===== src/rtl/alu_defs.sv =====
// Shared ALU opcode encodings and datapath widths for the ID/EX issue stage.
package alu_defs;
    localparam int DATA_W = 32;
    localparam int REG_AW = 5;
    localparam int OP_W   = 4;

    localparam logic [OP_W-1:0] ALU_ADD  = 4'b0000;
    localparam logic [OP_W-1:0] ALU_SUB  = 4'b0001;
    localparam logic [OP_W-1:0] ALU_SLT  = 4'b0010;
    localparam logic [OP_W-1:0] ALU_NOT  = 4'b0011;
    localparam logic [OP_W-1:0] ALU_AND  = 4'b0100;
    localparam logic [OP_W-1:0] ALU_OR   = 4'b0101;
    localparam logic [OP_W-1:0] ALU_XOR  = 4'b0110;
    localparam logic [OP_W-1:0] ALU_SLL  = 4'b0111;
    localparam logic [OP_W-1:0] ALU_SRL  = 4'b1000;
    localparam logic [OP_W-1:0] ALU_MOVE = 4'b1001;
endpackage


===== src/rtl/id_ex_issue_fwd_mux.sv =====
// Operand forwarding mux: picks the youngest in-flight result for register r.
module fwd_mux
    import alu_defs::*;
#(
    parameter int DW = DATA_W,
    parameter int AW = REG_AW
) (
    input  logic [AW-1:0] r,
    input  logic [DW-1:0] v,
    input  logic          ex_mem_reg_write,
    input  logic [AW-1:0] ex_mem_rd,
    input  logic [DW-1:0] ex_mem_result,
    input  logic          mem_wb_reg_write,
    input  logic [AW-1:0] mem_wb_rd,
    input  logic [DW-1:0] mem_wb_result,
    output logic [DW-1:0] q
);
    // r0 is hardwired zero, so writes to it never forward.
    always_comb begin
        q = v;
        if (r != '0) begin
            if (ex_mem_reg_write && ex_mem_rd == r)
                q = ex_mem_result;
            else if (mem_wb_reg_write && mem_wb_rd == r)
                q = mem_wb_result;
        end
    end
endmodule


===== src/rtl/id_ex_issue.sv =====
// ID/EX pipeline register with operand forwarding, load-use stall and bubble insertion.
module id_ex_issue
    import alu_defs::*;
#(
    parameter int DW  = DATA_W,
    parameter int AW  = REG_AW,
    parameter int OPW = OP_W
) (
    input  logic           clk,
    input  logic           rst_n,
    input  logic           id_valid,
    input  logic [OPW-1:0] id_aluop,
    input  logic [4:0]     id_shamt,
    input  logic [AW-1:0]  id_rs,
    input  logic [AW-1:0]  id_rt,
    input  logic [AW-1:0]  id_rd,
    input  logic [DW-1:0]  id_rs_data,
    input  logic [DW-1:0]  id_rt_data,
    input  logic [DW-1:0]  id_imm,
    input  logic           id_use_imm,
    input  logic           id_uses_rt,
    input  logic           id_reg_write,
    input  logic           id_mem_read,
    input  logic           id_mem_write,
    input  logic           hold,
    input  logic           flush,
    input  logic           ex_mem_reg_write,
    input  logic [AW-1:0]  ex_mem_rd,
    input  logic [DW-1:0]  ex_mem_result,
    input  logic           mem_wb_reg_write,
    input  logic [AW-1:0]  mem_wb_rd,
    input  logic [DW-1:0]  mem_wb_result,
    output logic           stall,
    output logic           ex_valid,
    output logic [OPW-1:0] aluop_selector,
    output logic [4:0]     shamt,
    output logic [DW-1:0]  alu_in1,
    output logic [DW-1:0]  alu_in2,
    output logic [AW-1:0]  ex_rd,
    output logic           ex_reg_write,
    output logic           ex_mem_read,
    output logic           ex_mem_write,
    output logic [DW-1:0]  ex_store_data,
    output logic [15:0]    bubble_count
);
    typedef struct packed {
        logic           valid;
        logic [OPW-1:0] aluop;
        logic [4:0]     shamt;
        logic [AW-1:0]  rs;
        logic [AW-1:0]  rt;
        logic [AW-1:0]  rd;
        logic [DW-1:0]  rs_data;
        logic [DW-1:0]  rt_data;
        logic [DW-1:0]  imm;
        logic           use_imm;
        logic           reg_write;
        logic           mem_read;
        logic           mem_write;
    } ex_regs_t;

    ex_regs_t ex, id_fields;
    logic     hazard;
    logic [DW-1:0] rs_fwd, rt_fwd;

    // Control bits are qualified by id_valid so an empty slot never writes.
    always_comb begin
        id_fields           = '0;
        id_fields.valid     = id_valid;
        id_fields.aluop     = id_aluop;
        id_fields.shamt     = id_shamt;
        id_fields.rs        = id_rs;
        id_fields.rt        = id_rt;
        id_fields.rd        = id_rd;
        id_fields.rs_data   = id_rs_data;
        id_fields.rt_data   = id_rt_data;
        id_fields.imm       = id_imm;
        id_fields.use_imm   = id_use_imm;
        id_fields.reg_write = id_reg_write & id_valid;
        id_fields.mem_read  = id_mem_read  & id_valid;
        id_fields.mem_write = id_mem_write & id_valid;
    end

    // A load in EX cannot forward in time for the instruction directly behind it.
    assign hazard = id_valid && ex.valid && ex.mem_read && (ex.rd != '0) &&
                    ((ex.rd == id_rs) || (id_uses_rt && ex.rd == id_rt));

    // Gated by rst_n so stall drops the instant reset asserts, even under hold.
    assign stall = rst_n & (hold | (hazard & ~flush));

    always_ff @(posedge clk or negedge rst_n) begin
        if (!rst_n) begin
            ex           <= '0;
            bubble_count <= '0;
        end else if (!hold) begin
            if (flush) begin
                ex <= '0;
            end else if (hazard) begin
                ex <= '0;
                if (bubble_count != 16'hFFFF)
                    bubble_count <= bubble_count + 16'd1;
            end else begin
                ex <= id_fields;
            end
        end
    end

    fwd_mux #(.DW(DW), .AW(AW)) u_fwd_rs (
        .r(ex.rs), .v(ex.rs_data),
        .ex_mem_reg_write(ex_mem_reg_write), .ex_mem_rd(ex_mem_rd), .ex_mem_result(ex_mem_result),
        .mem_wb_reg_write(mem_wb_reg_write), .mem_wb_rd(mem_wb_rd), .mem_wb_result(mem_wb_result),
        .q(rs_fwd)
    );

    fwd_mux #(.DW(DW), .AW(AW)) u_fwd_rt (
        .r(ex.rt), .v(ex.rt_data),
        .ex_mem_reg_write(ex_mem_reg_write), .ex_mem_rd(ex_mem_rd), .ex_mem_result(ex_mem_result),
        .mem_wb_reg_write(mem_wb_reg_write), .mem_wb_rd(mem_wb_rd), .mem_wb_result(mem_wb_result),
        .q(rt_fwd)
    );

    assign ex_valid       = ex.valid;
    assign aluop_selector = ex.aluop;
    assign shamt          = ex.shamt;
    assign ex_rd          = ex.rd;
    assign ex_reg_write   = ex.reg_write;
    assign ex_mem_read    = ex.mem_read;
    assign ex_mem_write   = ex.mem_write;
    assign alu_in1        = rs_fwd;
    assign alu_in2        = ex.use_imm ? ex.imm : rt_fwd;
    assign ex_store_data  = rt_fwd;
endmodule


===== config.mk =====
export PLATFORM = sky130hd
export DESIGN_NAME = id_ex_issue
export DESIGN_NICKNAME = d
export VERILOG_FILES = /design/src/rtl/alu_defs.sv /design/src/rtl/id_ex_issue_fwd_mux.sv /design/src/rtl/id_ex_issue.sv
export SDC_FILE = /design/constraint.sdc
export NUM_CORES = 1
export LEC_CHECK = 0
export CAP_MARGIN = 10
export CORE_MARGIN = 1.5
export CORE_UTILIZATION = 43
export DETAILED_ROUTE_END_ITERATION = 10
export GPL_ROUTABILITY_DRIVEN = 1
export PLACE_DENSITY = 0.88
export SLEW_MARGIN = 20
export SYNTH_ARGS = -nofsm -noshare
export SYNTH_HDL_FRONTEND = slang
export SYNTH_HIERARCHICAL = 1
export SYNTH_SLANG_ARGS = --single-unit

===== constraint.sdc =====
create_clock -name clk -period 2.53 [get_ports clk]
set_clock_uncertainty 0.2 [all_clocks]
set_input_delay 0.253 -clock clk [delete_from_list [all_inputs] [get_ports clk]]
set_output_delay 0.253 -clock clk [all_outputs]
set_load 0.005 [all_outputs]

* Yosys cells after proc, flatten, opt, wreduce, memory -nomap -nowiden
Cells that the tools add are included.
Word-level totals: bits in registers 141, bits of input ports 206, output and inout port bits 131, logic and storage cells 53
Operators by class: $add $sub $neg 1, eq/ne operators 7, muxes and demuxes 9, bitwise operators 8, reductions and logical operators 14
Operator list (number):
- $mux W125 | 2
- $mux W32 | 7
- $eq A5 B5 Y1 | 6
- $add A16 B1 Y16 const B | 1
- $ne A16 B16 Y1 const B | 1
- $reduce_bool A5 Y1 | 3
- $logic_and A1 B1 Y1 | 9
- $and A1 B1 Y1 | 5
- $reduce_and A4 Y1 | 1
- $not A1 Y1 | 2
- $logic_or A1 B1 Y1 | 1
- $or A1 B1 Y1 | 1

* Logic depth before layout (Yosys ltp)
word-level depth 7, mapped depth 8, mapped depth without buffers 6

* By module
The synthesis kept the hierarchy.
Modules (own cells, without submodules):
- id_ex_issue | times used 1, cells each 433, area an instance 5878.1 µm², seq. area each 3528.4 µm²
- fwd_mux | times used 2, cells each 98, area an instance 922.1 µm², seq. area each 0.0 µm²

* Worst setup path before layout
OpenSTA, ideal clock, no wires.
kind register to output, start point register ex[106] (netlist bit), end point output port alu_in2[0], arrival time 1889 ps, required time 2077 ps, slack 188 ps, cell stages (with the launch flop) 9, path buffers 2, path through dfrtp_1 > xnor2_1 > nand4_1 > or3_1 > buf_6 > clkbuf_1 > o22ai_1 > a2bb2oi_2 > mux2_2
On the way: cells in the longest elaborated chain, start to end 6, elaborated cells between the ends (all ways) 9, classes of those cells eq/ne (2); mux (4); reduce/logical (3)
RTL lines:
- start, declared | RTL line id_ex_issue.sv:62 | ex_regs_t ex, id_fields;
- start signal, assigned | RTL line id_ex_issue.sv:103 | ex <= id_fields;
- $eq A5 B5 Y1 | RTL line id_ex_issue_fwd_mux.sv:24 | else if (mem_wb_reg_write && mem_wb_rd == r)
- $logic_and A1 B1 Y1 | RTL line id_ex_issue_fwd_mux.sv:24
- $mux W32 | RTL line id_ex_issue_fwd_mux.sv:24
- $mux W32 | RTL line id_ex_issue_fwd_mux.sv:22 | if (ex_mem_reg_write && ex_mem_rd == r)
- $mux W32 (*) | RTL line id_ex_issue_fwd_mux.sv:21 | if (r != '0) begin
- net ex_store_data[0] | RTL line id_ex_issue.sv:43 | output logic [DW-1:0] ex_store_data,
- $mux W32 (*) | RTL line id_ex_issue.sv:130 | assign alu_in2 = ex.use_imm ? ex.imm : rt_fwd;
- end, declared | RTL line id_ex_issue.sv:38 | output logic [DW-1:0] alu_in2,
The timed path passes the listed nets; every way through them passes the cells marked *.

* Worst setup path after layout
start point register ex[109] (netlist bit), end point output port ex_store_data[17]
On the way: cells in the longest elaborated chain, start to end 5, elaborated cells between the ends (all ways) 8, classes of those cells eq/ne (2); mux (3); reduce/logical (3)
RTL lines (RTL line):
- $eq A5 B5 Y1 | id_ex_issue_fwd_mux.sv:24
- $logic_and A1 B1 Y1 | id_ex_issue_fwd_mux.sv:24
- $mux W32 | id_ex_issue_fwd_mux.sv:24
- $mux W32 | id_ex_issue_fwd_mux.sv:22
- $mux W32 (*) | id_ex_issue_fwd_mux.sv:21
- end, declared | id_ex_issue.sv:43
Every way passes the cells marked *; elsewhere a longest branch is shown, timed or not.

==> impl_results.md <==
* Crit path cell chain: xnor2_1, nand4_1, buf_4, o311ai_4, buf_12, buf_8, buf_6, o22ai_4, a2bb2oi_2, buf_4, buf_4, buf_6
* Seq/Total Area, Yosys at 0.457
* Max-slew violation count at 0
* Core outline area at 0.0174 mm²
* Aggregate global routing overflow at 0
* Crit path time final at 3330 ps
* Worst-Margin Slew at 888 ps
* Crit path max fanout at 7
* Row count at 48
* Total CTS buffers at 17
* Buf/Inv on CP at 7
* CTS tree: built
* Failing checks: setup timing
* Mapped Nets at 836
* Final period util at 1.32
* Worst path slowest cell: dfrtp_1
* Clk sinks at 141
* Most common flop cell mapped by yosys: dfrtp_1
* Port Buffers at 336
* Most area-consuming cells after synthesis: dfrtp_1 (46%), a22o_1 (14%), a2bb2oi_2 (12%)
* WP data required at 2080 ps
* Post-route worst setup slack at -804 ps
* Crit start category: register
* Reg clk slew, reported paths at 60 ps
* HP Class: primary input to register
* Skew-Pair Late Insertion Delay at 420 ps
* Die H at 137 µm
* Synth Register Bits at 141
* CP dominant cell by count: buf_4
* Tot Pwr at 7.29 mW
* Initial antenna violation count at 0
* Post-Synthesis Cells at 629
* Initial Utilization at 0.443
* Critical path class: register to output pin
* EDFF count, synth at 0
* Slew headroom at 0.408
* Most area-hungry cell type in the Yosys netlist: dfrtp_1
* RSZ-0062 raised after global routing: yes
* Reg2Reg Setup Slack at 130 ps
* Peak VDD IR at 0.000483 V
* Max Clock Freq at 300 MHz
* Leak at 6.26 nW
* Ant. Diodes at 0
* Setup violations, final at 96
* Largest net degree at the start of global routing at 142
* Post-synth top cells: dfrtp_1 (141), a22o_1 (122), o22ai_1 (64), a2bb2oi_2 (60), clkbuf_1 (38)
* CTS Buffer Depth at 2
* Share of the synthesized area in the top cell type at 0.457
* Layout cell share with drive strength beyond 1 at 0.441
* Endpoints failing hold at 0
* Wire per inst at 27.1 µm
* Mapped cell area at 0.00772 mm²
* Nets at 1298
* Setup crit end kind: output pin
* Yosys warns at 6
* Vias in the first global route at 8192
* Drt initial violations at 546
* # IOs at 337
* Die ar. at 0.0188 mm²
* Max incr delay on CP at 440 ps
* Total GRT Usage at 0.324
* Top-count cell post-synth: dfrtp_1
* Power Density at 504 mW/mm²
* TNS Setup at -54940 ps
* Pre-CTS setup slack at -855 ps
* DRC at 0
* First-pass GRT wire length at 45700 µm
* Yosys cell types at 42
* Gpl congestion at 0.886
* Max cap viols at 0
* Die W at 137 µm
* WHS at 72.4 ps
* CP arrival at 2880 ps
* H-tree depth at 4
* Ys async rst share at 1.00
* CTS root buffer: clkbuf_16
* Worst path top cell family by delay: buffers and inverters
* Mean Syn Cell Area at 12.3 µm²
* Post-layout util at 0.830
* ANT nets after route at 0
* Via Count at 8100
* Status: complete, but fails checks
* Final WL at 36100 µm
* DRT Pass-1 Iters at 5
* Placed wire-length estimate at 19800 µm
* Area growth syn-to-layout at 87.2%
* Vias per std cell at 6.09
[routing by layer]
metal | vias to the layer above | wire length (µm) | GRT usage | share of wire
li1 | 3421 | - | - | -
met1 | 3971 | 12800 | 0.367 | 0.36
met2 | 555 | 18000 | 0.559 | 0.50
met3 | 153 | 3200 | 0.0919 | 0.089
met4 | 0 | 2060 | 0.157 | 0.057
met5 | - | 0 | 0 | 0
[state kept, by name, summed over array words and instances, names as in the netlist]
register / cells
ex_rd: 5
ex_valid: 1
ex: 107
aluop_selector: 4
bubble_count: 16
ex_reg_write: 1
shamt: 5
ex_mem_write: 1
ex_mem_read: 1
[kinds of logic (layout without fill, tap and decap cells)]
group	count (synthesis)	after routing	share of synthesized area
buffers and inverters	76	551	0.0580
adders and majority gates	1	1	0.00162
muxes	34	34	0.0496
AOI/OAI and AO/OA	265	265	0.334
and+or+nand+nor	68	68	0.0501
xor gates and xnor gates	44	44	0.0499
DFF	141	141	0.457
[placed cells by master, fill, tap and decap left out, drive strengths merged, types with 3 or more instances in the layout]
cell type      instances
xor2                  13
a2bb2oi               62
dlymetal6s2s           4
xnor2                 31
buf                  268
nand3                  5
a22o                 122
mux2                  34
nor2                   6
nor4b                  4
clkinv                 4
nand4                 12
nand2                 15
clkinvlp               4
inv                    5
clkbuf                25
clkdlybuf4s50        237
dfrtp                141
nor3                   7
o22ai                 65
a32o                   3
nor4                   6
[layout make-up]
| cell class | instances | area, µm² |
|---|---|---|
| timing repair buffer | 516 | 5260 |
| multi-input combinational | 412 | 4780 |
| sequential | 141 | 3530 |
| fill | 845 | 2960 |
| clock buffer | 20 | 447 |
| tap | 225 | 282 |
| clock inverter | 12 | 139 |
| inverter | 3 | 11.3 |
[power breakdown]
part / total [mW] / internal, mW / switching, mW
Combinational: 2.17 / 1.28 / 0.888
Clock: 2.55 / 1.49 / 1.06
Sequential: 2.56 / 2.41 / 0.156
Total: 7.29 / 5.18 / 2.11
[stage by stage]
stage	cell area [µm²]	std cells
CTS	13100	1279
global route	14500	1329
floorplan	7720	629
global placement	11700	1201
detailed placement	11700	1201
finish	14500	1329
[final timing paths]
check,depth (start not counted),startpoint,to
max,12,ex[109],ex_store_data[17]
min,4,hold,bubble_count[12]
max reg2reg,9,ex_rd[1],ex_mem_write
min reg2reg,1,ex[29],ex[29]
max in group asynchronous,3,rst_n,ex[92]
min in group asynchronous,3,rst_n,ex[96]
[worst register-to-register path, cell delays in order (launching register included)]
cell and delay [ps]:
dfrtp_1 380, buf_4 160, xnor2_1 170, nand3_1 150
o22ai_2 250, buf_4 160, buf_4 200, a21oi_4 110
buf_4 230, a32o_1 290
[repair_timing]
| action | 4_1_cts | 5_1_grt |
|---|---|---|
| gates cloned | 6 | 2 |
| resized for setup | 317 | 296 |
| endpoints found under the hold margin | 141 | 0 |
| buffers inserted | 41 | 65 |
| hold buffers | 1 | 0 |
| setup endpoints to repair | 97 | 97 |
| pin swaps | 24 | 87 |
Power figures use the tool's default switching activity.
